$ cat src/rtl/shift_exec_stage.sv
// shift_exec_stage: two-register pipelined shift execute stage.
// S1 latches operand/shamt/op/tag from decode. A 5-level log shifter then computes
// SLL/SRL/SRA/ROR from S1, and the result plus tag is latched into S2 for writeback.
// Both stages use a valid/ready handshake, and flush kills everything in flight.
// Optional feature macro: SHIFT_FLAGS_EN adds registered out_zero/out_neg flags.
module shift_exec_stage #(
    parameter int TAG_W = 5
) (
    input  logic             clock,
    input  logic             reset_n,
    input  logic             flush,
    input  logic             in_valid,
    output logic             in_ready,
    input  logic [31:0]      in_a,
    input  logic [4:0]       in_shamt,
    input  logic [1:0]       in_op,
    input  logic [TAG_W-1:0] in_tag,
    output logic             out_valid,
    input  logic             out_ready,
    output logic [31:0]      out_data,
    output logic [TAG_W-1:0] out_tag
`ifdef SHIFT_FLAGS_EN
    ,
    output logic             out_zero,
    output logic             out_neg
`endif
);

    localparam logic [1:0] OP_SLL = 2'b00;
    localparam logic [1:0] OP_SRL = 2'b01;
    localparam logic [1:0] OP_SRA = 2'b10;
    localparam logic [1:0] OP_ROR = 2'b11;

    // One level of the log shifter: shift by the fixed amount n (1,2,4,8 or 16).
    // SRA fills with the original operand sign at every level.
    function automatic logic [31:0] shift_level(input logic [31:0] v,
                                                input logic [1:0]  op,
                                                input logic        sign,
                                                input logic [4:0]  n);
        logic [31:0] fill;
        logic [31:0] r;
        fill = sign ? ~(32'hFFFF_FFFF >> n) : 32'h0000_0000;
        case (op)
            OP_SLL:  r = v << n;
            OP_SRL:  r = v >> n;
            OP_SRA:  r = (v >> n) | fill;
            OP_ROR:  r = (v >> n) | (v << (6'd32 - {1'b0, n}));
            default: r = v;
        endcase
        return r;
    endfunction

    // Stage 1 state.
    logic             s1_valid_q, s1_valid_d;
    logic [31:0]      s1_a_q,     s1_a_d;
    logic [4:0]       s1_shamt_q, s1_shamt_d;
    logic [1:0]       s1_op_q,    s1_op_d;
    logic [TAG_W-1:0] s1_tag_q,   s1_tag_d;

    // Stage 2 state. It drives the outputs directly.
    logic             s2_valid_q, s2_valid_d;
    logic [31:0]      s2_data_q,  s2_data_d;
    logic [TAG_W-1:0] s2_tag_q,   s2_tag_d;
`ifdef SHIFT_FLAGS_EN
    logic             s2_zero_q,  s2_zero_d;
    logic             s2_neg_q,   s2_neg_d;
`endif

    logic        accept_s;
    logic        xfer_s;
    logic        pop_s;
    logic [31:0] shift_res_s;
    logic [31:0] lvl_s [0:5];

    assign in_ready = !s1_valid_q || !s2_valid_q || out_ready;
    assign accept_s = in_valid && in_ready;
    assign xfer_s   = s1_valid_q && (!s2_valid_q || out_ready);
    assign pop_s    = s2_valid_q && out_ready;

    assign out_valid = s2_valid_q;
    assign out_data  = s2_data_q;
    assign out_tag   = s2_tag_q;
`ifdef SHIFT_FLAGS_EN
    assign out_zero  = s2_zero_q;
    assign out_neg   = s2_neg_q;
`endif

    // Log shifter on S1: level k applies a shift of 2^k when shamt bit k is set.
    always_comb begin
        lvl_s[0] = s1_a_q;
        for (int k = 0; k < 5; k++) begin
            lvl_s[k+1] = s1_shamt_q[k] ? shift_level(lvl_s[k], s1_op_q, s1_a_q[31], 5'(1 << k))
                                       : lvl_s[k];
        end
        shift_res_s = lvl_s[5];
    end

    // Next-state logic. Flush wins over accept and transfer; data registers may keep stale values.
    always_comb begin
        s1_valid_d = s1_valid_q;
        s1_a_d     = s1_a_q;
        s1_shamt_d = s1_shamt_q;
        s1_op_d    = s1_op_q;
        s1_tag_d   = s1_tag_q;
        s2_valid_d = s2_valid_q;
        s2_data_d  = s2_data_q;
        s2_tag_d   = s2_tag_q;
`ifdef SHIFT_FLAGS_EN
        s2_zero_d  = s2_zero_q;
        s2_neg_d   = s2_neg_q;
`endif
        if (flush) begin
            s1_valid_d = 1'b0;
            s2_valid_d = 1'b0;
        end else begin
            if (xfer_s) begin
                s2_valid_d = 1'b1;
                s2_data_d  = shift_res_s;
                s2_tag_d   = s1_tag_q;
`ifdef SHIFT_FLAGS_EN
                s2_zero_d  = (shift_res_s == 32'h0000_0000);
                s2_neg_d   = shift_res_s[31];
`endif
            end else if (pop_s) begin
                s2_valid_d = 1'b0;
            end else begin
                s2_valid_d = s2_valid_q;
            end
            if (accept_s) begin
                s1_valid_d = 1'b1;
                s1_a_d     = in_a;
                s1_shamt_d = in_shamt;
                s1_op_d    = in_op;
                s1_tag_d   = in_tag;
            end else if (xfer_s) begin
                s1_valid_d = 1'b0;
            end else begin
                s1_valid_d = s1_valid_q;
            end
        end
    end

    // State registers with synchronous active-low reset that clears valids and outputs.
    always_ff @(posedge clock) begin
        if (!reset_n) begin
            s1_valid_q <= 1'b0;
            s1_a_q     <= 32'h0000_0000;
            s1_shamt_q <= 5'd0;
            s1_op_q    <= 2'b00;
            s1_tag_q   <= '0;
            s2_valid_q <= 1'b0;
            s2_data_q  <= 32'h0000_0000;
            s2_tag_q   <= '0;
`ifdef SHIFT_FLAGS_EN
            s2_zero_q  <= 1'b0;
            s2_neg_q   <= 1'b0;
`endif
        end else begin
            s1_valid_q <= s1_valid_d;
            s1_a_q     <= s1_a_d;
            s1_shamt_q <= s1_shamt_d;
            s1_op_q    <= s1_op_d;
            s1_tag_q   <= s1_tag_d;
            s2_valid_q <= s2_valid_d;
            s2_data_q  <= s2_data_d;
            s2_tag_q   <= s2_tag_d;
`ifdef SHIFT_FLAGS_EN
            s2_zero_q  <= s2_zero_d;
            s2_neg_q   <= s2_neg_d;
`endif
        end
    end

endmodule
$ cat config.mk
export PLATFORM = sky130hd
export DESIGN_NAME = shift_exec_stage
export DESIGN_NICKNAME = d
export VERILOG_FILES = /design/src/rtl/shift_exec_stage.sv
export SDC_FILE = /design/constraint.sdc
export NUM_CORES = 1
export LEC_CHECK = 0
export CORE_MARGIN = 4
export CORE_UTILIZATION = 28
export CTS_CLUSTER_DIAMETER = 150
export CTS_CLUSTER_SIZE = 24
export DETAILED_ROUTE_END_ITERATION = 10
export HOLD_SLACK_MARGIN = 0.05
export PLACE_DENSITY_LB_ADDON = 0.15
export SYNTH_ARGS = -nofsm -noshare
export SYNTH_HDL_FRONTEND = slang
export SYNTH_SLANG_ARGS = --single-unit
$ cat constraint.sdc
create_clock -name clock -period 7.15 [get_ports clock]
set_input_delay 1.43 -clock clock [delete_from_list [all_inputs] [get_ports clock]]
set_output_delay 1.43 -clock clock [all_outputs]
set_load 0.01 [all_outputs]
==> flow_metrics.tcl <==
set metrics [dict create \
    status "complete, no violations" \
    synth_flop_cell "dfxtp_1" \
    start_kind "primary input" \
    reg2reg_depth 8 \
    fillerInstances 2675 \
    routed_via_density 6.183 \
    drv_cap 0 \
    drive_gt1_share_pct 8.301 \
    fin_ws_ns 2.947 \
    wirelength_um 31020 \
    die_w_um 167.1 \
    port_buffers 87 \
    cts_hold_buf 0 \
    ioPinCount 88 \
    cellPowerDensity_nw_per_um2 167.9 \
    clk_path_buf_depth 2 \
    endpoint_kind "primary output" \
    gp_congestion 0.9764 \
    slew_violations 0 \
    cts.htree.levels 3 \
    worst_ep_arrival_time_ns 2.77 \
    dieArea_um2 27910 \
    cp_data_required_time_ns 5.72 \
    min_from "s1_tag_q[2]" \
    numCtsBuffers 9 \
    p_total_uw 1417 \
    drt-pass1-iter-count 7 \
    synth_edf_count 0 \
    cp_slowest_cell "clkdlybuf4s50_1" \
    multi_input_area_um2 4986 \
    critPathMaxStageDelay_ns 0.50 \
    grt_max_degree 80 \
    timing_worst_setup_path_type "in -> out" \
    drtIter0Drc 978 \
    drt-wirelength-per-cell_um 23.01 \
    layout.nets 1068 \
    relSlewSlack_pct 27.05 \
    clk_latency_ns 0.36 \
    max-vdd-ir-drop_uv 88.91 \
    ctsResizeCount 0 \
    worst_pin_slew_ns 1.080 \
    yosys.cell_types.count 84 \
    regArea_um2 1670 \
    fin_crit_sh_pct 58.78 \
    setup_viol 0 \
    core_um2 24600 \
    num_antenna_cells 0 \
    area_growth_pct 19.15 \
    yosysSeqAreaShare_pct 23.45 \
    cts_tree "yes" \
    clkTransAtPathRegs_ns 0.07 \
    dp_hpwl_um 22400 \
    yosys_register_bits 83 \
    setup-tns-final_ns 0 \
    cts_root_buffer "clkbuf_16" \
    hold_end "out_tag[2]" \
    r2r-end "out_data[6]" \
    cts.sinks 83 \
    vias 8335 \
    r2r_start "s1_op_q[1]" \
    syn-cell-area_um2 7084 \
    holdCritPathClass "reg -> reg" \
    die_h_um 167.1 \
    finClkSkew_ns 0.01258 \
    drc 0 \
    path_common_cell "clkdlybuf4s50_1" \
    track_usage_pct 21.32 \
    hold_viol 0 \
    initial_core_util_pct 28.79 \
    crit_fanout 5 \
    path_cells "clkdlybuf4s50_1, nor2b_1, nand2_1, clkdlybuf4s50_1" \
    grt_antenna_before_repair 0 \
    post_cts_buffers 0 \
    avgSynthCellArea_um2 7.106 \
    async_flop_share_pct 0 \
    yosys_warnings 0 \
    antenna_left 0 \
    r2r_setup_slack_ns 3.66 \
    whs_path_depth 2 \
    period_needed_ns 4.203 \
    cellLeakagePower_uw 0.002532 \
    grt_first_pass_wirelength_um 47590 \
    place_ws_ns 2.934 \
    rows 57 \
    grt_setup_unrepaired "false" \
    synthCells 997 \
    grt_pass1_vias 7709 \
    grt_overflow 0 \
    synth_fp_nets 1046 \
    max_freq_ghz 0.2379 \
]
[Yosys cell counts, drive strengths merged (22+ instances only)]
cell	n	share of area, %
o21ai	87	6.1
nor3	22	1.7
a31oi	27	2.5
nand2	148	7.8
a21oi	110	7.8
buf	36	2.7
dfxtp	83	23
nor2	78	4.2
or3b	32	4.1
a311oi	30	4.3
clkbuf	58	3.1
nand3	48	3.4
[cells by family after synthesis]
family                 Yosys count  synth area share [%]
AO/OA/AOI/OAI                  404                 38.86
AND/OR/NAND/NOR                373                 25.56
buffers and inverters          104                 6.341
flip-flops                      83                 23.45
multiplexers                    32                 5.669
XOR/XNOR                         1                0.1237
[critical path, delay by kind of cell]
family | cells | cell delay, ns
buf+inv | 2 | 0.90
simple gates | 2 | 0.44
[layout by cell type (no fill, tap or decap), types with 6 or more instances in the layout]
| master | instances |
|---|---|
| o221ai_1 | 13 |
| nand2b_1 | 9 |
| a211o_1 | 6 |
| nor3_1 | 20 |
| a211oi_1 | 14 |
| mux4_2 | 6 |
| a311oi_1 | 25 |
| o21ai_1 | 22 |
| a21oi_1 | 109 |
| dfxtp_1 | 78 |
| nand3_1 | 48 |
| a221oi_1 | 13 |
| o21ai_0 | 65 |
| buf_4 | 18 |
| nand2_1 | 148 |
| inv_1 | 7 |
| o211ai_1 | 14 |
| o21a_1 | 9 |
| nor2_1 | 76 |
| a32oi_1 | 6 |
| nand4_1 | 7 |
| o22ai_1 | 15 |
| or3b_1 | 22 |
| clkbuf_16 | 9 |
| clkdlybuf4s50_1 | 87 |
| a31oi_1 | 26 |
| mux2i_1 | 21 |
[where the power goes]
group / switching [µW] / total [µW] / internal, µW / leakage, µW
combinational: 235 / 368 / 133 / 0.00169
clock: 221 / 541 / 320 / 0.000161
sequential: 28.9 / 509 / 480 / 0.000678
total: 484 / 1420 / 933 / 0.00253
[per-layer routing]
layer  wire (µm)  global-route usage [%]  up-vias
li1            -                       -     3866
met1       13430                   29.27     3945
met2       13860                   32.76      444
met3        2490                   3.769       80
met4        1242                   9.392        0
met5           0                       0        -
[layout make-up]
cell class	count	area share (%)
Clock buffer	10	2.831
Clock inverter	6	1.141
Inverter	10	0.4447
Multi-Input combinational cell	810	59.07
Sequential cell	83	19.79
Tap cell	324	4.803
Timing Repair Buffer	105	11.92
[metrics by stage]
stage	std cells	hold slack (ns)	utilization [%]	instance area [µm²]
global route	1348	0.4649	34.30	8441
finish	1348	0.4539	34.30	8441
floorplan	997	0.4321	-	7084
global placement	1332	0.4423	32.94	8105
detailed placement	1332	0.4409	32.94	8105
CTS	1348	0.4513	34.30	8441
[worst max-delay path by stage]
stage / startpoint / endpoint / slack [ns] / cells after the start
floorplan: out_ready / in_ready / 3.93 / 2
global placement: out_ready / out_data[24] / 2.92 / 8
detailed placement: out_ready / out_data[24] / 2.93 / 8
CTS: out_ready / in_ready / 2.94 / 4
global route: out_ready / in_ready / 2.85 / 4
finish: out_ready / in_ready / 2.95 / 4
[state kept, by name (all words and copies together) (netlist names)]
name	cells
out_data	32
out_tag	5
out_valid	1
s1_a_q	32
s1_op_q	2
s1_shamt_q	5
s1_tag_q	5
s1_valid_q	1
Note: power is estimated with default switching activity, not from simulation.
